File: src/rtl/bcd_to_bin_seq.sv
// Iterative BCD-to-binary converter: one digit per cycle, MSD first, acc = acc*10 + digit.
// Flags non-decimal nibbles and results above MAX_VAL; the result is held until out_ready.
module bcd_to_bin_seq #(
   parameter int DIGITS  = 2,
   parameter int OUT_W   = 7,
   parameter int MAX_VAL = 99
) (
   input  logic                clk,
   input  logic                rst_n,
   input  logic                in_valid,
   output logic                in_ready,
   input  logic [4*DIGITS-1:0] BCD_in,
   output logic                out_valid,
   input  logic                out_ready,
   output logic [OUT_W-1:0]    Data_out,
   output logic                err_digit,
   output logic                err_range
);

   localparam int ACC_W = $clog2(10**DIGITS);
   localparam int CNT_W = $clog2(DIGITS + 1);
   localparam logic [ACC_W-1:0] MAX_ACC = ACC_W'(MAX_VAL);

   typedef enum logic [1:0] {
      IDLE,
      CONV,
      DONE
   } state_t;

   state_t              state, state_next;
   logic [4*DIGITS-1:0] shift_q, shift_d;
   logic [ACC_W-1:0]    acc_q, acc_d;
   logic [CNT_W-1:0]    cnt_q, cnt_d;
   logic                dig_err_q, dig_err_d;
   logic                out_valid_d;
   logic [OUT_W-1:0]    data_d;
   logic                err_digit_d, err_range_d;

   logic [3:0]          digit;
   logic [ACC_W-1:0]    acc_step;
   logic                flag_step;
   logic                range_step;

   assign in_ready = (state == IDLE);

   // Invalid nibbles may wrap the accumulator; harmless because such results are forced to 0.
   assign digit      = shift_q[4*DIGITS-1 -: 4];
   assign acc_step   = (acc_q << 3) + (acc_q << 1) + ACC_W'(digit);
   assign flag_step  = dig_err_q | (digit > 4'd9);
   assign range_step = !flag_step && (acc_step > MAX_ACC);

   always_ff @(posedge clk or negedge rst_n) begin
      if (!rst_n) begin
         state     <= IDLE;
         shift_q   <= '0;
         acc_q     <= '0;
         cnt_q     <= '0;
         dig_err_q <= 1'b0;
         out_valid <= 1'b0;
         Data_out  <= '0;
         err_digit <= 1'b0;
         err_range <= 1'b0;
      end else begin
         state     <= state_next;
         shift_q   <= shift_d;
         acc_q     <= acc_d;
         cnt_q     <= cnt_d;
         dig_err_q <= dig_err_d;
         out_valid <= out_valid_d;
         Data_out  <= data_d;
         err_digit <= err_digit_d;
         err_range <= err_range_d;
      end
   end

   // Result registers are loaded on the same edge that processes the last digit.
   always_comb begin
      state_next  = state;
      shift_d     = shift_q;
      acc_d       = acc_q;
      cnt_d       = cnt_q;
      dig_err_d   = dig_err_q;
      out_valid_d = out_valid;
      data_d      = Data_out;
      err_digit_d = err_digit;
      err_range_d = err_range;

      case (state)
         IDLE: begin
            if (in_valid) begin
               shift_d    = BCD_in;
               acc_d      = '0;
               cnt_d      = CNT_W'(DIGITS);
               dig_err_d  = 1'b0;
               state_next = CONV;
            end
         end
         CONV: begin
            acc_d     = acc_step;
            dig_err_d = flag_step;
            shift_d   = shift_q << 4;
            cnt_d     = cnt_q - 1'b1;
            if (cnt_q == CNT_W'(1)) begin
               state_next  = DONE;
               out_valid_d = 1'b1;
               err_digit_d = flag_step;
               err_range_d = range_step;
               data_d      = (flag_step || range_step) ? '0 : OUT_W'(acc_step);
            end
         end
         DONE: begin
            if (out_ready) begin
               out_valid_d = 1'b0;
               state_next  = IDLE;
            end
         end
         default: begin
            state_next = IDLE;
         end
      endcase
   end

endmodule

File: config.mk
export PLATFORM = sky130hd
export DESIGN_NAME = bcd_to_bin_seq
export DESIGN_NICKNAME = d
export VERILOG_FILES = /design/src/rtl/bcd_to_bin_seq.sv
export SDC_FILE = /design/constraint.sdc
export NUM_CORES = 1
export LEC_CHECK = 0
export ABC_AREA = 1
export CAP_MARGIN = 20
export CELL_PAD_IN_SITES_DETAIL_PLACEMENT = 2
export CELL_PAD_IN_SITES_GLOBAL_PLACEMENT = 2
export CORE_MARGIN = 5
export CORE_UTILIZATION = 29
export CTS_CLUSTER_DIAMETER = 40
export CTS_CLUSTER_SIZE = 8
export DETAILED_ROUTE_END_ITERATION = 7
export GPL_TIMING_DRIVEN = 0
export PLACE_DENSITY = 0.82
export SLEW_MARGIN = 20
export SYNTH_ARGS = -nofsm -noshare
export SYNTH_HDL_FRONTEND = slang
export SYNTH_SLANG_ARGS = --single-unit
File: constraint.sdc
create_clock -name clk -period 2.2 [get_ports clk]
set_clock_uncertainty 0.05 [all_clocks]
set_input_delay 0.44 -clock clk [delete_from_list [all_inputs] [get_ports clk]]
set_output_delay 0.44 -clock clk [all_outputs]
set_load 0.005 [all_outputs]
==> flow_metrics.tcl <==
set metrics [dict create \
    status "finished, violations left" \
    violations "setup timing" \
    yosysSeqAreaShare_pct 46.36 \
    final_nets 234 \
    ys_types 23 \
    viasPerCell 4.695 \
    grt.met1_usage_pct 13.88 \
    start_util_pct 30.26 \
    synthMuxAreaShare_pct 0 \
    ant_nets 0 \
    critPathBufInv 3 \
    core_area_mm2 0.005172 \
    setup_ws_ps -99.88 \
    powerDensity_mw_per_mm2 1839 \
    rows 26 \
    crit_family "adder cells" \
    maxCapViolations 0 \
    synth.area.top_cells "dfrtp_1 (46%), nand2_1 (9.8%), ha_1 (7.2%), inv_1 (5.8%), nand3_1 (5.4%)" \
    grt.busiest_layer "met2" \
    synth_compound_area_share_pct 11.27 \
    vias 1324 \
    setup_violations 6 \
    synth-simple-area-share_pct 23.66 \
    final.fill_count 572 \
    worst_path_max_delay_cell "fa_1" \
    cp-startpoint "acc_q[0]$_DFFE_PN0P_" \
    crit_top_cell "nand2_4" \
    drive_gt1_share_pct 27.36 \
    htree_num_levels 2 \
    cts.sinks 29 \
    irDropWorstVdd_uv 607.2 \
    final_core_util_pct 41.36 \
    hold_path_class "input pin to async pin" \
    hold_viol 0 \
    total_leakage_power_uw 0.001034 \
    clkTransAtPathRegs_ps 70 \
    tightest_slew_ps 677.6 \
    timing.rr.start "acc_q[0]$_DFFE_PN0P_" \
    grt_use_met3_pct 3.060 \
    worstPathCellList "inv_1, fa_1, inv_2, fa_2, inv_2, nand2_2, nand2_4, nand2_4, nor2_4, nor2_4, nand2_4, nand3_2, nand2_1" \
    insertion_delay_ps 290 \
    cts_root_buf "clkbuf_8" \
    grt_pass1_vias 1477 \
    synthCells 173 \
    hold_buffers 0 \
    grt_overflow 0 \
    synth_largest_type_area_fraction_pct 46.36 \
    synth_nets 196 \
    use_met2_pct 23.10 \
    cp-start-kind "flip-flop" \
    synthAdderAreaFrac_pct 9.752 \
    numPortBuffers 22 \
    syn-cell-area_mm2 0.001565 \
    drt_iter0_markers 22 \
    antenna_found_initial 0 \
    critPathCaptureType "flip-flop" \
    period_minus_slack_ps 2300 \
    max-slew-margin-rel_pct 54.83 \
    maxSlewViolCount 0 \
    place_congestion 0.7354 \
    slowest_delay_ps 520 \
    numCtsBuffers 5 \
    dp_hpwl_um 2964 \
    track_usage_pct 12.47 \
    grt_max_degree 30 \
    ys_ff_latch 29 \
    ioPinCount 23 \
    avgSynthCellArea_um2 9.048 \
    antenna-diode-count 0 \
    cts_tree "yes" \
    grt_first_pass_wirelength_um 6948 \
    cp_data_arrival_time_ps 2480 \
    synth_top_family_by_area "simple AND/OR/NAND/NOR gates" \
    clock_path_buffers 2 \
    fp.dieH_um 83.47 \
    synth_xor_area_share_pct 0 \
    die-area_mm2 0.006966 \
    worstSetupPathType "flip-flop to flip-flop" \
    synth.yosys.warnings 0 \
    fp.dieW_um 83.47 \
    drt_pass1_iterations 4 \
    routed_wl_um 4444 \
    synth_area_leader_cell "dfrtp_1" \
    rsz0062_at_grt "yes" \
    worstPathRequired_ps 2380 \
    timing.final.crit_share_pct 104.5 \
    worst-path-max-fanout 6 \
    synthToLayoutAreaGrowth_pct 36.69 \
    holdWs_ps 136.9 \
    wl_per_cell_um 15.76 \
    fmax_mhz 434.8 \
    drc 0 \
]
cell families after synthesis:
family	Yosys count
simple gates	79
fa+ha+maj	11
buf+inv	30
flops	29
compound gates	24
placed cells by master, fill, tap and decap left out, types with 8 or more instances in the layout:
master           count
nor2_1              11
dfrtp_1             29
buf_4                9
clkdlybuf4s50_1     21
inv_1               19
ha_1                 8
nand3_2              8
nand3_1              9
nand2_1             35
metal layers:
metal / vias up / share of wire (%)
met2: 21 / 55
met4: 0 / 0.95
met1: 658 / 41
li1: 639 / -
met3: 6 / 3.3
met5: - / 0
cell type report:
type                    count  area, um2  share of cell area, %
multi-input cells         114      787.0                  36.78
flip-flops and latches     29      725.7                  33.92
repair buffers             31      282.8                  13.22
inverters                  27      106.4                  4.971
well taps                  70      87.58                  4.094
clock buffers               7      86.33                  4.035
plain buffers               3      33.78                  1.579
clock inverters             1      30.03                  1.404
repair_timing:
| item | CTS | global route |
|---|---|---|
| endpoints found under the setup margin | 8 | 8 |
| setup buffers | 5 | 4 |
| pin swaps | 6 | 13 |
| gates resized for setup | 17 | 10 |
per-stage QoR:
stage                     power, uW  setup TNS (ps)  instances  instance area (um2)  setup WS (ps)
final                          3934          -525.8        282                 2140         -99.88
after floorplan                2213               0        173                 1565          38.27
after global placement         2725           -1106        265                 1873         -178.8
after CTS                      3761          -62.63        278                 2064         -17.76
after detailed placement       2823           -1792        265                 1868         -259.8
after global routing           4259           -1415        282                 2140         -222.7
where the power goes:
part	switching, uW	internal (uW)	leakage, uW
clock	213	369	0.0000585
combinational	1460	980	0.000607
sequential	146	770	0.000368
total	1820	2120	0.00103
registers in the layout, summed over array words and instances, names as in the netlist:
register / flops
shift_q: 8
Data_out: 7
state: 2
acc_q: 6
dig_err_q: 1
err_digit: 1
cnt_q: 2
out_valid: 1
err_range: 1
Yosys cell counts:
| cell | n |
|---|---|
| o22ai_1 | 3 |
| buf_6 | 3 |
| o21ai_1 | 6 |
| fa_1 | 2 |
| nor2_4 | 3 |
| o21ai_0 | 5 |
| o211ai_1 | 1 |
| ha_1 | 9 |
| inv_1 | 24 |
| inv_2 | 1 |
| inv_4 | 2 |
| nand2_4 | 3 |
| dfrtp_1 | 29 |
| nand4_1 | 1 |
| nand2_1 | 41 |
| nand2_2 | 1 |
| nor2_1 | 12 |
| o22ai_2 | 2 |
| nor2_2 | 1 |
| nand3_1 | 17 |
| a32o_1 | 1 |
| o221ai_2 | 3 |
| a21oi_1 | 3 |
final timing paths:
path / cells after the start / slack, ps / end
max reg2reg: 13 / -100 / Data_out[2]$_DFFE_PN0P_
min in group clk: 1 / 430 / cnt_q[0]$_DFFE_PN0P_
max: 13 / -100 / Data_out[2]$_DFFE_PN0P_
max in group asynchronous: 1 / 1510 / shift_q[2]$_DFFE_PN0P_
min: 1 / 140 / out_valid$_DFFE_PN0P_
min reg2reg: 1 / 430 / cnt_q[0]$_DFFE_PN0P_
Note: power is estimated with default switching activity, not from simulation.
